**src/rtl/bf_loop_unit.sv**
```systemverilog
// Loop-control unit: '[' address stack for backward jumps, nesting-counted
// forward search for skipped loops, sticky stack/nesting fault reporting.
module bf_loop_unit #(
    parameter int unsigned PC_W   = 16,
    parameter int unsigned DEPTH  = 16,
    parameter int unsigned NEST_W = 8
) (
    input  logic                           clk,
    input  logic                           reset,
    input  logic                           valid_i,
    input  logic                           is_open_i,
    input  logic                           is_close_i,
    input  logic [PC_W-1:0]                pc_i,
    input  logic                           cell_zero_i,
    input  logic                           flush_i,
    output logic                           searching_o,
    output logic                           jump_o,
    output logic [PC_W-1:0]                jump_target_o,
    output logic [$clog2(DEPTH+1)-1:0]     depth_o,
    output logic                           error_o,
    output logic [1:0]                     err_code_o
);

    localparam int unsigned DW = $clog2(DEPTH + 1);
    localparam int unsigned IW = (DEPTH > 1) ? $clog2(DEPTH) : 1;

    localparam logic [1:0] ERR_NONE  = 2'd0;
    localparam logic [1:0] ERR_OVER  = 2'd1;
    localparam logic [1:0] ERR_UNDER = 2'd2;
    localparam logic [1:0] ERR_NEST  = 2'd3;

    typedef enum logic [1:0] {
        RUN    = 2'd0,
        SEARCH = 2'd1,
        ERROR  = 2'd2
    } state_t;

    state_t              state_q, state_d;
    logic [DW-1:0]       depth_d;
    logic [NEST_W-1:0]   nest_q, nest_d;
    logic                searching_d;
    logic                jump_d;
    logic [PC_W-1:0]     target_d;
    logic                error_d;
    logic [1:0]          code_d;
    logic                push_c;
    logic [PC_W-1:0]     stack_q [DEPTH];
    logic [PC_W-1:0]     top_c;

    assign top_c = stack_q[IW'(depth_o - DW'(1))];

    // Next-state, stack control and registered-output values
    always_comb begin
        state_d  = state_q;
        depth_d  = depth_o;
        nest_d   = nest_q;
        jump_d   = 1'b0;
        target_d = '0;
        code_d   = err_code_o;
        push_c   = 1'b0;

        if (flush_i) begin
            state_d = RUN;
            depth_d = '0;
            nest_d  = '0;
            code_d  = ERR_NONE;
        end else if (valid_i && state_q != ERROR) begin
            if (is_open_i && is_close_i) begin
                state_d = ERROR;
                code_d  = ERR_NEST;
            end else begin
                case (state_q)
                    RUN: begin
                        if (is_open_i) begin
                            if (cell_zero_i) begin
                                state_d = SEARCH;
                                nest_d  = NEST_W'(1);
                            end else if (depth_o == DW'(DEPTH)) begin
                                state_d = ERROR;
                                code_d  = ERR_OVER;
                            end else begin
                                push_c  = 1'b1;
                                depth_d = depth_o + DW'(1);
                            end
                        end else if (is_close_i) begin
                            if (depth_o == '0) begin
                                state_d = ERROR;
                                code_d  = ERR_UNDER;
                            end else if (!cell_zero_i) begin
                                jump_d   = 1'b1;
                                target_d = top_c + PC_W'(1);
                            end else begin
                                depth_d = depth_o - DW'(1);
                            end
                        end
                    end
                    SEARCH: begin
                        if (is_open_i) begin
                            if (&nest_q) begin
                                state_d = ERROR;
                                code_d  = ERR_NEST;
                            end else begin
                                nest_d = nest_q + NEST_W'(1);
                            end
                        end else if (is_close_i) begin
                            nest_d = nest_q - NEST_W'(1);
                            if (nest_q == NEST_W'(1)) begin
                                state_d = RUN;
                            end
                        end
                    end
                    default: ;
                endcase
            end
        end

        searching_d = (state_d == SEARCH);
        error_d     = (state_d == ERROR);
    end

    // State and output registers, synchronous reset
    always_ff @(posedge clk) begin
        if (reset) begin
            state_q       <= RUN;
            depth_o       <= '0;
            nest_q        <= '0;
            searching_o   <= 1'b0;
            jump_o        <= 1'b0;
            jump_target_o <= '0;
            error_o       <= 1'b0;
            err_code_o    <= ERR_NONE;
        end else begin
            state_q       <= state_d;
            depth_o       <= depth_d;
            nest_q        <= nest_d;
            searching_o   <= searching_d;
            jump_o        <= jump_d;
            jump_target_o <= target_d;
            error_o       <= error_d;
            err_code_o    <= code_d;
        end
    end

    // Loop-address storage; entries above depth_o are don't-care
    always_ff @(posedge clk) begin
        if (!reset && push_c) begin
            stack_q[IW'(depth_o)] <= pc_i;
        end
    end

endmodule

```
**config.mk**
```make
export PLATFORM = sky130hd
export DESIGN_NAME = bf_loop_unit
export DESIGN_NICKNAME = d
export VERILOG_FILES = /design/src/rtl/bf_loop_unit.sv
export SDC_FILE = /design/constraint.sdc
export NUM_CORES = 1
export LEC_CHECK = 0
export ABC_AREA = 1
export CAP_MARGIN = 20
export CORE_MARGIN = 4
export CORE_UTILIZATION = 55
export DETAILED_ROUTE_END_ITERATION = 8
export PLACE_DENSITY_LB_ADDON = 0.15
export SLEW_MARGIN = 10
export SYNTH_ARGS = -nofsm -noshare
export SYNTH_HDL_FRONTEND = slang
export SYNTH_SLANG_ARGS = --single-unit
```
**constraint.sdc**
```tcl
create_clock -name clk -period 3.58 [get_ports clk]
set_input_delay 1.074 -clock clk [delete_from_list [all_inputs] [get_ports clk]]
set_output_delay 1.074 -clock clk [all_outputs]
set_load 0.05 [all_outputs]
```
==> metrics.md, run 1 <==
| Metric | Value |
|---|---|
| CTS hold repair buffers | 0 |
| Register area share after synthesis | a little under 70% |
| First element of the critical path | depth_o[0] |
| Peak supply drop | about 0.42 mV |
| Final-report max-slew violation count | 0 |
| Final-layout setup total negative slack | 0 ps |
| Period minus WS final | between 3000 and 4000 ps |
| Post-synthesis sequential element count | about 290 |
| Setup repair after global routing missed its margin | no |
| Floorplan row count | 54 |
| Number of global-route vias before repair | around 8000 |
| Crit path kind | reg -> out |
| Post-Syn Area per Cell | between 10 and 15 µm² |
| Crit path max fanout | between 100 and 150 |
| Pin count of the biggest net entering global routing | around 130 |
| Critical Path Source Type | flip-flop |
| Startpoint of the worst hold path | nest_q[7] |
| Hold Crit Class | reg -> reg |
| Ratio of cells with drive above 1 in the final layout | about 9.1% |
| Worst-Margin Slew | ~910 ps |
| Number of detailed-routing iterations run before antenna repair | 5 |
| GR Util All Layers | roughly a quarter |
| Antenna fix cells | 0 |
| Final Wtd Congestion | between 0.9 and 1 |
| Sum of routed wire length over all layers | a little over 30000 µm |
| Async SR Flop Fraction | 0% |
| Gate count after technology mapping | between 1000 and 1500 |
| Count of pins on the block boundary | 49 |
| Root cell of the clock tree | clkbuf_16 |
| Vias post-DR | 8631 |
| Initial standard-cell utilization of the core | about 56% |
| IO Port Bufs | 48 |
| Count of flip-flops with a built-in enable after synthesis | roughly 260 |
| Max_cap viols | 0 |
| Fill cell instance count of the final layout | ~1700 |
| Fin crit share | 93.61% |
| Proportion of netlist area held by the largest area contributor | 62.24% |
| Post-route cell area | about 14000 µm² |
| Final setup vio count | 0 |
| Overall die width | 157.9 µm |
| Placement Cell Area | 13360 µm² |
| Summed instance area of the synthesized netlist | roughly 12000 µm² |
| Avg Vias per Cell | roughly 5.7 |
| Crit path arrival time | 2280 ps |
| Deepest level of the CTS H-tree | 1 |
| Most area-consuming cells after synthesis | edfxtp_1 62%, nand2_1 10%, nand3_1 8.9%, dfxtp_1 5.8%, nor2_1 2.3% |
| Peak Freq | between 200 and 300 MHz |
| Final-stage net count | 1248 |
| Iteration-0 DRC Markers | a little under 1000 |
| Resized Gates After CTS | 0 |
| Critical register-to-register path startpoint | depth_o[1] |
| WP data required | roughly 2500 ps |
| Lkg Pwr | about 5.3 nW |
| Area growth, synth to finish | 15.63% |
| Clock latency of the later-clocked register in the worst-skew pair | between 500 and 600 ps |
| Total clock buffers created by CTS | 30 |
| Largest area contributor in the netlist | edfxtp_1 |
| Prevailing post-synth register cell | edfxtp_1 |
| Post-route ant nets | 0 |
| Worst Clk Skew | 9.175 ps |
| Setup Buffers After CTS | 0 |
| Setup WS pre-CTS | 337.9 ps |
| Ratio of total power to cell area | just under 500 nW/µm² |
| Clock transition at the registers of the reported paths | about 60 ps |
| Crit path setup slack, layout | ~230 ps |
| Synthesized Nets | 1187 |
| Clock Path Buffers | 3 |
| Clock tree from TritonCTS | built |
| Area of the die | approximately 25000 µm² |
| Warning count from the yosys run | 0 |
| GRT overflow | 0 |
| TritonCTS Sinks | 292 |
| Slew headroom | between 30% and 40% |
| DPL Wire Length | between 15000 and 20000 µm |
| Initial antenna violation count | 0 |
| CP Capture Type | output pin |
| Cell variety after synth | 37 |
| Number of endpoints with negative hold slack in the final report | 0 |
| Core Area | about 22000 µm² |
| Wire length of the first global-routing pass | around 46000 µm |
| DRC | 0 |
| Die boundary height | roughly 160 µm |
| Result of the run | finished clean |
| Routed wire per std cell | between 20 and 25 µm |
state kept, by name, indices dropped and copies added, names as in the netlist:
| signal | count |
|---|---|
| depth_o | 5 |
| err_code_o | 2 |
| error_o | 1 |
| jump_o | 1 |
| jump_target_o | 16 |
| nest_q | 8 |
| searching_o | 1 |
| stack_q | 256 |
| state_q | 2 |
critical path, stage by stage, from the launching register on:
cell and delay, ps:
dfxtp_4 370, buf_12 440, clkdlybuf4s50_1 910
cells in the final DEF (no fill, tap or decap), drive strengths merged:
cell type      netlist  final
o41ai                1      1
o21bai               1      1
clkbuf              10     36
edfxtp             256    256
nor3b                3      3
nor3                 6      6
nor2                78     78
nor4                 6      6
clkdlybuf4s50        0     48
o211ai               3      3
o21a                 2      2
nand2              347    347
clkinvlp             0      1
nand4                7      7
clkinv               1     19
ha                   9      9
xor2                 3      3
inv                 60     60
bufinv               0      1
o21ai               30     30
a21oi               20     20
dfxtp               36     36
nand3              221    221
xnor2                1      1
o22ai                4      4
a211oi               2      2
o221ai               2      2
buf                 45     36
o31ai                1      1
per-layer routing:
layer | vias up | share of wire [%] | track usage (%)
met5 | - | 0 | 0
met4 | 0 | 2.2 | 5.531
met3 | 50 | 8.5 | 4.729
met2 | 368 | 46 | 38.69
met1 | 4094 | 43 | 35.68
li1 | 4119 | - | -
worst paths after layout:
path,end,slack (ps),cells after the start
worst max-delay path,depth_o[0],230,2
worst min register to register,nest_q[7],470,2
worst min-delay path,nest_q[7],470,2
worst max register to register,jump_target_o[12],510,15
kinds of logic after synthesis:
| family | after synthesis | share of synthesized area (%) |
|---|---|---|
| flip-flops | 292 | 68.07 |
| XOR/XNOR | 4 | 0.2837 |
| buffers and inverters | 116 | 4.508 |
| AO/OA/AOI/OAI | 66 | 2.988 |
| adder cells (fa/ha/maj) | 9 | 0.9117 |
| AND/OR/NAND/NOR | 668 | 23.24 |
area by class of cell:
cell class / instances / area, µm² / area share, %
clock buffer: 36 / 793.3 / 5.554
clock inverter: 20 / 128.9 / 0.9023
inverter: 61 / 236.5 / 1.656
multi-input combinational: 747 / 3448 / 24.14
sequential: 292 / 8412 / 58.90
tap: 280 / 350.3 / 2.453
timing repair buffer: 84 / 913.4 / 6.395
cell usage after synthesis (all sizes together) (4+ instances only):
cell,count
a21oi,20
dfxtp,36
o21ai,30
ha,9
inv,60
nand4,7
nand2,347
nor2,78
o22ai,4
edfxtp,256
nor4,6
buf,45
clkbuf,10
nand3,221
nor3,6
metrics by stage:
step / hold WS (ps) / instances / utilization [%] / power (mW)
2_1_floorplan: 439.1 / 1155 / - / 4.069
3_3_place_gp: 449.9 / 1464 / 60.84 / 4.263
3_5_place_dp: 463.6 / 1464 / 60.84 / 4.268
4_1_cts: 473.2 / 1520 / 65.04 / 7.124
5_1_grt: 478.8 / 1520 / 65.04 / 7.315
6_report: 469.8 / 1520 / 65.04 / 7.092
report_power, final:
group / switching, mW / internal [mW]
Clock: 1.25 / 1.64
Combinational: 0.356 / 0.133
Sequential: 0.00581 / 3.71
No activity file was read; power rests on OpenSTA's default activity.
==> run 2, diff against run 1 <==
Settings changed: DONT_BUFFER_PORTS set to 1.
==> run 2 against run 1 <==
Against the previous run:
- core utilization is 2.5 points lower
- non-clock buffer count fell by 48
- critical path type is now reg -> reg
- first-iteration DRC count rose by 4.9%
- count of clock-buffer cells in the layout did not move
- fmax grew 14%
- critical path depth grew 12
- power rose by 2.3%
- critical endpoint is now jump_target_o[14]
- sequential power is essentially flat
==> metrics.md, run 2 (synthesis gave the netlist of run 1 again) <==
| Metric | Value |
|---|---|
| Most frequent cells in the layout | 343 x nand2_1, 256 x edfxtp_1, 219 x nand3_1 |
| TritonCTS Sinks | between 200 and 300 |
| Highest signal layer in the routed design | met4 |
| Critical register-to-register path startpoint | depth_o[0] |
| Max_cap viols | 0 |
| Number of endpoints with negative hold slack in the final report | 0 |
| Crit path max fanout | 37 |
| Startpoint of the worst hold path | nest_q[7] |
| Initial standard-cell utilization of the core | 56.25% |
| Area of the die | approximately 25000 µm² |
| Pin count of the biggest net entering global routing | roughly 130 |
| Fill cell instance count of the final layout | around 1700 |
| Top reg by flops | stack_q |
| Floorplan row count | 54 |
| Final Wtd Congestion | ~0.91 |
| Routed wire per std cell | ~20 µm |
| WP data required | 4020 ps |
| Clock latency of the later-clocked register in the worst-skew pair | between 500 and 600 ps |
| Fin crit share | between 80 and 90% |
| Endpoint of the worst hold path | nest_q[7] |
| DRC | 0 |
| Setup WS pre-CTS | approximately 580 ps |
| Antenna fix cells | 0 |
| Clock tree from TritonCTS | built |
| Total clock buffers created by CTS | 29 |
| Core Area | 21960 µm² |
| IO Port Bufs | 0 |
| Max FFs per register | approximately 260 |
| Peak Freq | 339.3 MHz |
| Worst Clk Skew | 6.957 ps |
| Initial antenna violation count | 0 |
| DPL Wire Length | about 18000 µm |
| Avg Vias per Cell | around 5.7 |
| Ratio of total power to cell area | between 500 and 600 nW/µm² |
| Setup Buffers After CTS | 0 |
| Count of pins on the block boundary | between 40 and 50 |
| Overall die width | about 160 µm |
| Terminus of the critical flop-to-flop path | jump_target_o[14] |
| Crit path setup slack, layout | 632.3 ps |
| Top Registers | stack_q (256), jump_target_o (16), nest_q (8) |
| Lkg Pwr | approximately 5 nW |
| Final setup vio count | 0 |
| CTS hold repair buffers | 0 |
| CP Capture Type | flip-flop |
| Worst Hold Path Cells | 2 |
| Slew headroom | 55.39% |
| Hold Crit Class | reg -> reg |
| Deepest level of the CTS H-tree | 1 |
| Number of global-route vias before repair | 7982 |
| Period minus WS final | between 2000 and 3000 ps |
| Resized Gates After CTS | 0 |
| Footprint of the flip-flops and latches | around 8400 µm² |
| Sum of routed wire length over all layers | between 20000 and 30000 µm |
| M1 WL | between 10000 and 15000 µm |
| Crit path arrival time | between 3000 and 4000 ps |
| Cell count of the worst reg-to-reg path | 14 |
| Routed wire length on met3 | 2096 µm |
| Number of detailed-routing iterations run before antenna repair | 6 |
| GR Util All Layers | about a quarter |
| Iteration-0 DRC Markers | approximately 1000 |
| Crit path kind | reg -> reg |
| Result of the run | finished clean |
| Setup repair after global routing missed its margin | no |
| Final-report max-slew violation count | 0 |
| Final-stage net count | about 1200 |
| Clock transition at the registers of the reported paths | 60 ps |
| Ratio of cells with drive above 1 in the final layout | 9.244% |
| Root cell of the clock tree | clkbuf_16 |
| Area growth, synth to finish | 11.18% |
| Worst reg2reg setup slack | ~630 ps |
| Worst-Margin Slew | 669.2 ps |
| Clock Path Buffers | 3 |
| Area occupied by multi-input gates | 3448 µm² |
| GRT overflow | 0 |
| Post-route ant nets | 0 |
| Wire length of the first global-routing pass | between 40000 and 50000 µm |
| Vias post-DR | roughly 8400 |
| Peak supply drop | around 0.37 mV |
| Final-layout setup total negative slack | 0 ps |
| Die boundary height | about 160 µm |
| Most frequent standard cell in the layout excluding fill and tap cells | nand2_1 |
| Critical Path Source Type | flip-flop |
| Core Util, Final | between 60% and 70% |
| Met2 wire length | ~13000 µm |
run 2: cell count changes in the layout (fill, tap and decap cells not counted), sizes merged:
cell	change
bufinv	+5
clkinv	-8
inv	+1
clkdlybuf4s50	-48
run 2: through the flow:
step / hold slack [ps] / instances / power [mW] / cell area (µm²)
final: 467.1 / 1470 / 7.255 / 13730
after global routing: 512.9 / 1470 / 7.496 / 13730
after CTS: 473.6 / 1470 / 7.291 / 13730
after detailed placement: 463.5 / 1416 / 4.167 / 12740
after global placement: 447.9 / 1416 / 4.164 / 12740
after floorplan: 439.1 / 1155 / 4.069 / 12360
run 2: worst max path at each step:
stage          startpoint                end  slack [ps]  cells after the start
6_report       depth_o[0]  jump_target_o[14]         630                     14
5_1_grt        depth_o[0]  jump_target_o[12]         320                     15
4_1_cts        depth_o[0]  jump_target_o[13]         660                     14
3_5_place_dp    is_open_i      stack_q[9][5]         580                      7
3_3_place_gp    is_open_i      stack_q[9][3]         570                      7
2_1_floorplan  depth_o[0]      stack_q[0][0]         180                     12
run 2: critical path, stage by stage, from the launching register on:
cell and delay [ps]:
dfxtp_4 360, inv_4 190, ha_2 330, buf_4 250, buf_4 330, nand3_1 150
nand3_1 100, nand3_1 110, nand2_1 210, nor2_1 270, nand2_1 100, nor2_2 150
nand4_1 140, nand2_1 90, nor2_1 40
run 2: report_power, final:
part / switching [mW] / total (mW) / leakage [nW] / internal, mW
sequential: 0.0137 / 3.72 / 2.59 / 3.70
clock: 1.24 / 3.15 / 0.480 / 1.92
combinational: 0.279 / 0.382 / 2.01 / 0.103
total: 1.53 / 7.25 / 5.08 / 5.72
run 2: layout make-up:
class	instances	share of cell area, %
timing repair buffer	36	2.150
tap	280	2.551
multi-input combinational	747	25.11
clock inverter	18	1.740
clock buffer	36	5.476
inverter	61	1.722
sequential	292	61.25
run 2: routing by layer:
metal | vias up | track usage [%]
met1 | 4014 | 33.73
met3 | 57 | 4.675
met5 | - | 0
met4 | 0 | 5.817
met2 | 297 | 37.68
li1 | 4029 | -
==> edit 1 (config.mk and constraints of run 2) <==
`DEPTH`: 16 -> 8.
--- a/src/rtl/bf_loop_unit.sv
+++ b/src/rtl/bf_loop_unit.sv
@@ -2,7 +2,7 @@
 // forward search for skipped loops, sticky stack/nesting fault reporting.
 module bf_loop_unit #(
     parameter int unsigned PC_W   = 16,
-    parameter int unsigned DEPTH  = 16,
+    parameter int unsigned DEPTH  = 8,
     parameter int unsigned NEST_W = 8
 ) (
     input  logic                           clk,
Interface: changed (resized depth_o); port bits go from 49 to 48. The function was not compared with the original's and may differ.
==> edit 1 against run 2 <==
Final area is 39% lower. Sequential power fell by 45%. Total power shrank 42%. Sequential cell count decreased by 129. Non-clock buffer count decreased by 19. Synthesized area fell by 38%. Worst setup slack better by 0.22 ns. Routed wire length fell by 41%. Largest cell class unchanged.
==> edit 1: results (changes against run 2) <==
Outcome
  • Status: finished, final reports clean

Cells and area
  • Non-Filler Instances: 1020 (-31%)
  • Top Registers: stack_q (128), jump_target_o (16), nest_q (8)
  • Fraction of layout cells with a size suffix above 1: 11.6% (+2.4 points)
  • Ant diodes: 0 (unchanged)
  • # nets final: 861 (-28%)

GRT
  • Initial antenna violation count: 0 (unchanged)
  • Vias in the first global route: 5132 (-36%)
  • First-pass GRT wire length: 27.2 mm (-40%)
  • GRT Util Overall: 22.2% (-1.4 points)
  • Pin count of the biggest net entering global routing: 70 (-47%)

Yosys
  • Compound-Gate Fraction of Synth Area: 4.68% (+1.7 points)
  • Xor and xnor area share after synthesis: 0.458% (+0.17 points)
  • Post-synth top cells: nand2_1, edfxtp_1, inv_1
  • Library cells used by synthesis: 38 (+2.7%)
  • Synth top area cells: edfxtp_1, nand2_1, dfxtp_1
  • Syn. warnings: 0 (unchanged)
  • Prevailing post-synth register cell: edfxtp_1
  • Post-synthesis adder-cell area fraction: 0.982% (+0.070 points)
  • Gate Count Post-Synth: 827 (-28%)
  • Post-synthesis mux area share: 0% (unchanged)
  • Register area share after synthesis: 59.4% (-8.6 points)
  • EDFF count, synth: 128 (-50%)

Clock tree
  • Clk buf depth: 2 (-1)
  • Worst-skew pair later-pin latency: 0.43 ns (-0.12 ns)
  • CTS buffer count: 17 (-41%)
  • H-tree depth reported by CTS: 4 (+3)
  • Clk slew on worst S/H paths: 0.07 ns

Timing
  • Worst slew pin tran: 0.843 ns (+0.174 ns)
  • Final Skew: 0.0135 ns (+0.00659 ns)

Placed design
  • Post-DP HPWL: 11.4 mm (-36%)
  • Dpl ws: 0.918 ns (+0.337 ns)
  • Post-Place Cells: 989 (-30%)
  • Post-Place Cell Area: 7780 µm² (-39%)
  • GPL Wtd Cong: 0.888 (-2.6%)

Critical path
  • Max Fanout on Critical Path: 21 (-43%)
  • CP max stage cell: dfxtp_1
  • CP top delay family: simple AND/OR/NAND/NOR gates
  • WP data arrival: 3.09 ns (-0.30 ns)
  • Crit path largest cell delay: 0.32 ns (-0.04 ns)

Power
  • Power Internal: 3.28 mW (-43%)
  • Reg power frac: 49.1% (-2.2 points)
  • Logic pwr share: 5.5% (+0.2 points)
  • Leakage power figure: 3.54 nW (-30%)
  • Worst VDD drop: 0.000434 V (+16%)

Drt
  • Initial detailed-routing violation count: 609 (-41%)
  • Vias: 5431 (-35%)
  • Drt total wl: 17.1 mm (-41%)
  • First-pass DRT Iterations: 5 (-1)
[edit 1: changes by cell type in the layout (fill, tap and decap cells not counted), moves of 7 or more]
cell       before  now
nor2_1         61   69
nor2_2         16    7
buf_4          34   17
o21ai_0        28   35
clkbuf_16      29   17
nand3_1       219   67
inv_1          54  120
nor3_2          0    7
edfxtp_1      256  128
nand2_2         3   11
nand2_1       343  228
[edit 1: metal layers]
layer / routed length (µm) / track usage [%]
met1: 7970 / 31.9
met4: 240 / 6.62
met3: 1510 / 7.03
met2: 7390 / 32.5
met5: 0 / 0
[edit 1: cell type report]
class / instances / area, µm²
Clock inverter: 12 / 180
Timing Repair Buffer: 17 / 128
Clock buffer: 19 / 433
Tap cell: 176 / 220
Inverter: 129 / 494
Sequential cell: 163 / 4550
Fill cell: 1078 / 5000
Multi-Input combinational cell: 504 / 2400
[edit 1: per-stage QoR]
stage	TNS (ns)	hold slack [ns]	util [%]	total power, mW
6_report	0	0.534	62.7	4.19
5_1_grt	0	0.556	62.7	4.33
4_1_cts	0	0.538	62.7	4.21
3_5_place_dp	0	0.529	58.1	2.32
3_3_place_gp	0	0.518	58.1	2.32
2_1_floorplan	-4.18	0.492	-	2.28
[edit 1: final timing paths]
check | start | slack, ns | cells past startpoint | endpoint
min reg2reg | nest_q[0]$_SDFFE_PP0P_ | 0.53 | 2 | nest_q[0]$_SDFFE_PP0P_
max | depth_o[1]$_SDFFE_PP0P_ | 0.86 | 15 | jump_target_o[12]$_SDFF_PP0_
max reg2reg | depth_o[1]$_SDFFE_PP0P_ | 0.86 | 15 | jump_target_o[12]$_SDFF_PP0_
min | nest_q[0]$_SDFFE_PP0P_ | 0.53 | 2 | nest_q[0]$_SDFFE_PP0P_
==> edit 2 (settings of run 2) <==
Without the edit above. Register the output `jump_target_o` once more, cleared by the reset; this adds one clock of latency there. The other outputs are not delayed to match.
--- a/src/rtl/bf_loop_unit.sv
+++ b/src/rtl/bf_loop_unit.sv
@@ -34,6 +34,8 @@
         SEARCH = 2'd1,
         ERROR  = 2'd2
     } state_t;
+
+    logic [PC_W-1:0] jump_target_s0;
 
     state_t              state_q, state_d;
     logic [DW-1:0]       depth_d;
@@ -126,7 +128,7 @@
             nest_q        <= '0;
             searching_o   <= 1'b0;
             jump_o        <= 1'b0;
-            jump_target_o <= '0;
+            jump_target_s0 <= '0;
             error_o       <= 1'b0;
             err_code_o    <= ERR_NONE;
         end else begin
@@ -135,7 +137,7 @@
             nest_q        <= nest_d;
             searching_o   <= searching_d;
             jump_o        <= jump_d;
-            jump_target_o <= target_d;
+            jump_target_s0 <= target_d;
             error_o       <= error_d;
             err_code_o    <= code_d;
         end
@@ -148,5 +150,13 @@
         end
     end
 
+    always_ff @(posedge clk) begin
+        if (reset) begin
+            jump_target_o <= '0;
+        end else begin
+            jump_target_o <= jump_target_s0;
+        end
+    end
+
 endmodule
 
Function: changed (Yosys sat finds a counterexample within 4 cycles, from zero or initial values and one cycle with reset high).
==> edit 2 against run 2 <==
Final area grew 3.4%. Worst setup slack got worse by 0.018 ns. Fmax fell by 0.61%. Sequential cell count is 16 higher. Sequential share of layout area up 0.25 points. Sequential power grew 5%. Synthesized area is 4.3% higher. Total power rose by 0.94%. First-iteration DRC count fell by 12%. Clock skew increased by 0.013 ns. Routed wire length grew 1.4%. Critical path type unchanged. Largest cell class unchanged. Highest routed layer unchanged.
==> edit 2: results (changes against run 2) <==
Outcome
  • Status: finished, final reports clean

Drt
  • Drt total wl: 29.4 mm (+1.4%)
  • Via density per instance: 5.61 (-1.8%)
  • Initial detailed-routing violation count: 907 (-12%)
  • First-pass DRT Iterations: 5 (-1)

Placed design
  • Post-DP HPWL: 18.7 mm (+5.6%)
  • GPL Wtd Cong: 0.917 (+0.61%)
  • Dpl ws: 0.539 ns (-0.0424 ns)

Cells and area
  • # nets final: 1243 (+3.7%)
  • Top Registers: stack_q (256), jump_target_o (16), jump_target_s0 (16)
  • Fraction of layout cells with a size suffix above 1: 9.88% (+0.63 points)

Timing
  • Final Skew: 0.0199 ns (+0.0130 ns)
  • Worst slew pin tran: 0.757 ns (+0.0873 ns)

GRT
  • GRT Util Overall: 22.9% (-0.74 points)
  • First-pass GRT wire length: 46.4 mm (+2.0%)
  • Vias in the first global route: 8108 (+1.6%)

Power
  • Worst VDD drop: 0.000398 V (+6.8%)
  • Leakage power figure: 5.17 nW (+1.8%)

Yosys
  • Library cells used by synthesis: 40 (+8.1%)
  • Register area share after synthesis: 67.7% (-0.34 points)
  • Syn Nets: 1235 (+4.0%)
  • Post-synth top cells: nand2_1, edfxtp_1, nand3_1
  • EDFF count, synth: 256 (unchanged)
  • Synth top area cells: edfxtp_1, nand2_1, nand3_1

Clock tree
  • CTS buffer count: 31 (+6.9%)

Critical path
  • Max Fanout on Critical Path: 34 (-8.1%)
  • WP data arrival: 3.45 ns (+0.06 ns)
edit 2: cell types whose count changed after synthesis, sizes merged, moves of 3 or more:
cell,delta
nand2,-9
inv,+17
o211ai,+4
dfxtp,+16
nor4,-4
o21ai,+5
nor3,+3
nor2,+13
edit 2: cells by family (layout without fill, tap and decap cells):
| kind of cell | Yosys count | in the layout | share of synthesized area, % |
|---|---|---|---|
| compound gates | 74 | 74 | 3.24 |
| xor+xnor | 5 | 5 | 0.340 |
| buf+inv | 136 | 168 | 5.35 |
| flops | 308 | 308 | 67.7 |
| fa+ha+maj | 9 | 9 | 0.874 |
| simple gates | 671 | 671 | 22.5 |
edit 2: final cells by class:
| type | count | area (µm²) |
|---|---|---|
| Inverter | 77 | 297 |
| Clock buffer | 40 | 841 |
| Sequential cell | 308 | 8730 |
| Fill cell | 1838 | 8650 |
| Clock inverter | 17 | 133 |
| Tap cell | 313 | 392 |
| Multi-Input combinational cell | 759 | 3520 |
| Timing Repair Buffer | 34 | 280 |
edit 2: critical path, cell delays in order (launching register included):
cell,delay [ns]
dfxtp_4,0.40
inv_4,0.08
ha_1,0.22
inv_1,0.08
nand2_2,0.07
nand2_4,0.33
inv_4,0.27
nand3_1,0.16
nand3_1,0.16
nand2_2,0.16
ha_1,0.21
nand3_1,0.13
nor2_1,0.19
nand4_1,0.16
nor2_1,0.13
nor2_1,0.05
nor2_1,0.08
edit 2: report_power, final:
group / switching (mW) / internal [mW]
logic: 0.269 / 0.101
clock network: 1.27 / 1.79
registers: 0.0128 / 3.88
edit 2: worst paths after layout:
check | from | end | slack, ns | depth (start not counted)
worst min-delay path | jump_target_s0[4]$_SDFF_PP0_ | jump_target_o[4]$_SDFF_PP0_ | 0.40 | 2
worst min register to register | jump_target_s0[4]$_SDFF_PP0_ | jump_target_o[4]$_SDFF_PP0_ | 0.40 | 2
worst max-delay path | depth_o[0]$_SDFFE_PP0P_ | jump_target_s0[14]$_SDFF_PP0_ | 0.61 | 16
worst max register to register | depth_o[0]$_SDFFE_PP0P_ | jump_target_s0[14]$_SDFF_PP0_ | 0.61 | 16
edit 2: metal layers:
layer,track usage (%),wire [µm],vias to the layer above
met5,0,0,-
met4,6.59,787,0
met3,4.49,2500,52
met2,34.3,13000,381
met1,34.3,13100,4119
li1,-,-,4135
edit 2: through the flow:
step           cell area, µm²  util (%)  instances
2_1_floorplan           12900         -       1203
3_3_place_gp            13200      57.9       1491
3_5_place_dp            13200      57.9       1491
4_1_cts                 14200      62.1       1548
5_1_grt                 14200      62.1       1548
6_report                14200      62.1       1548
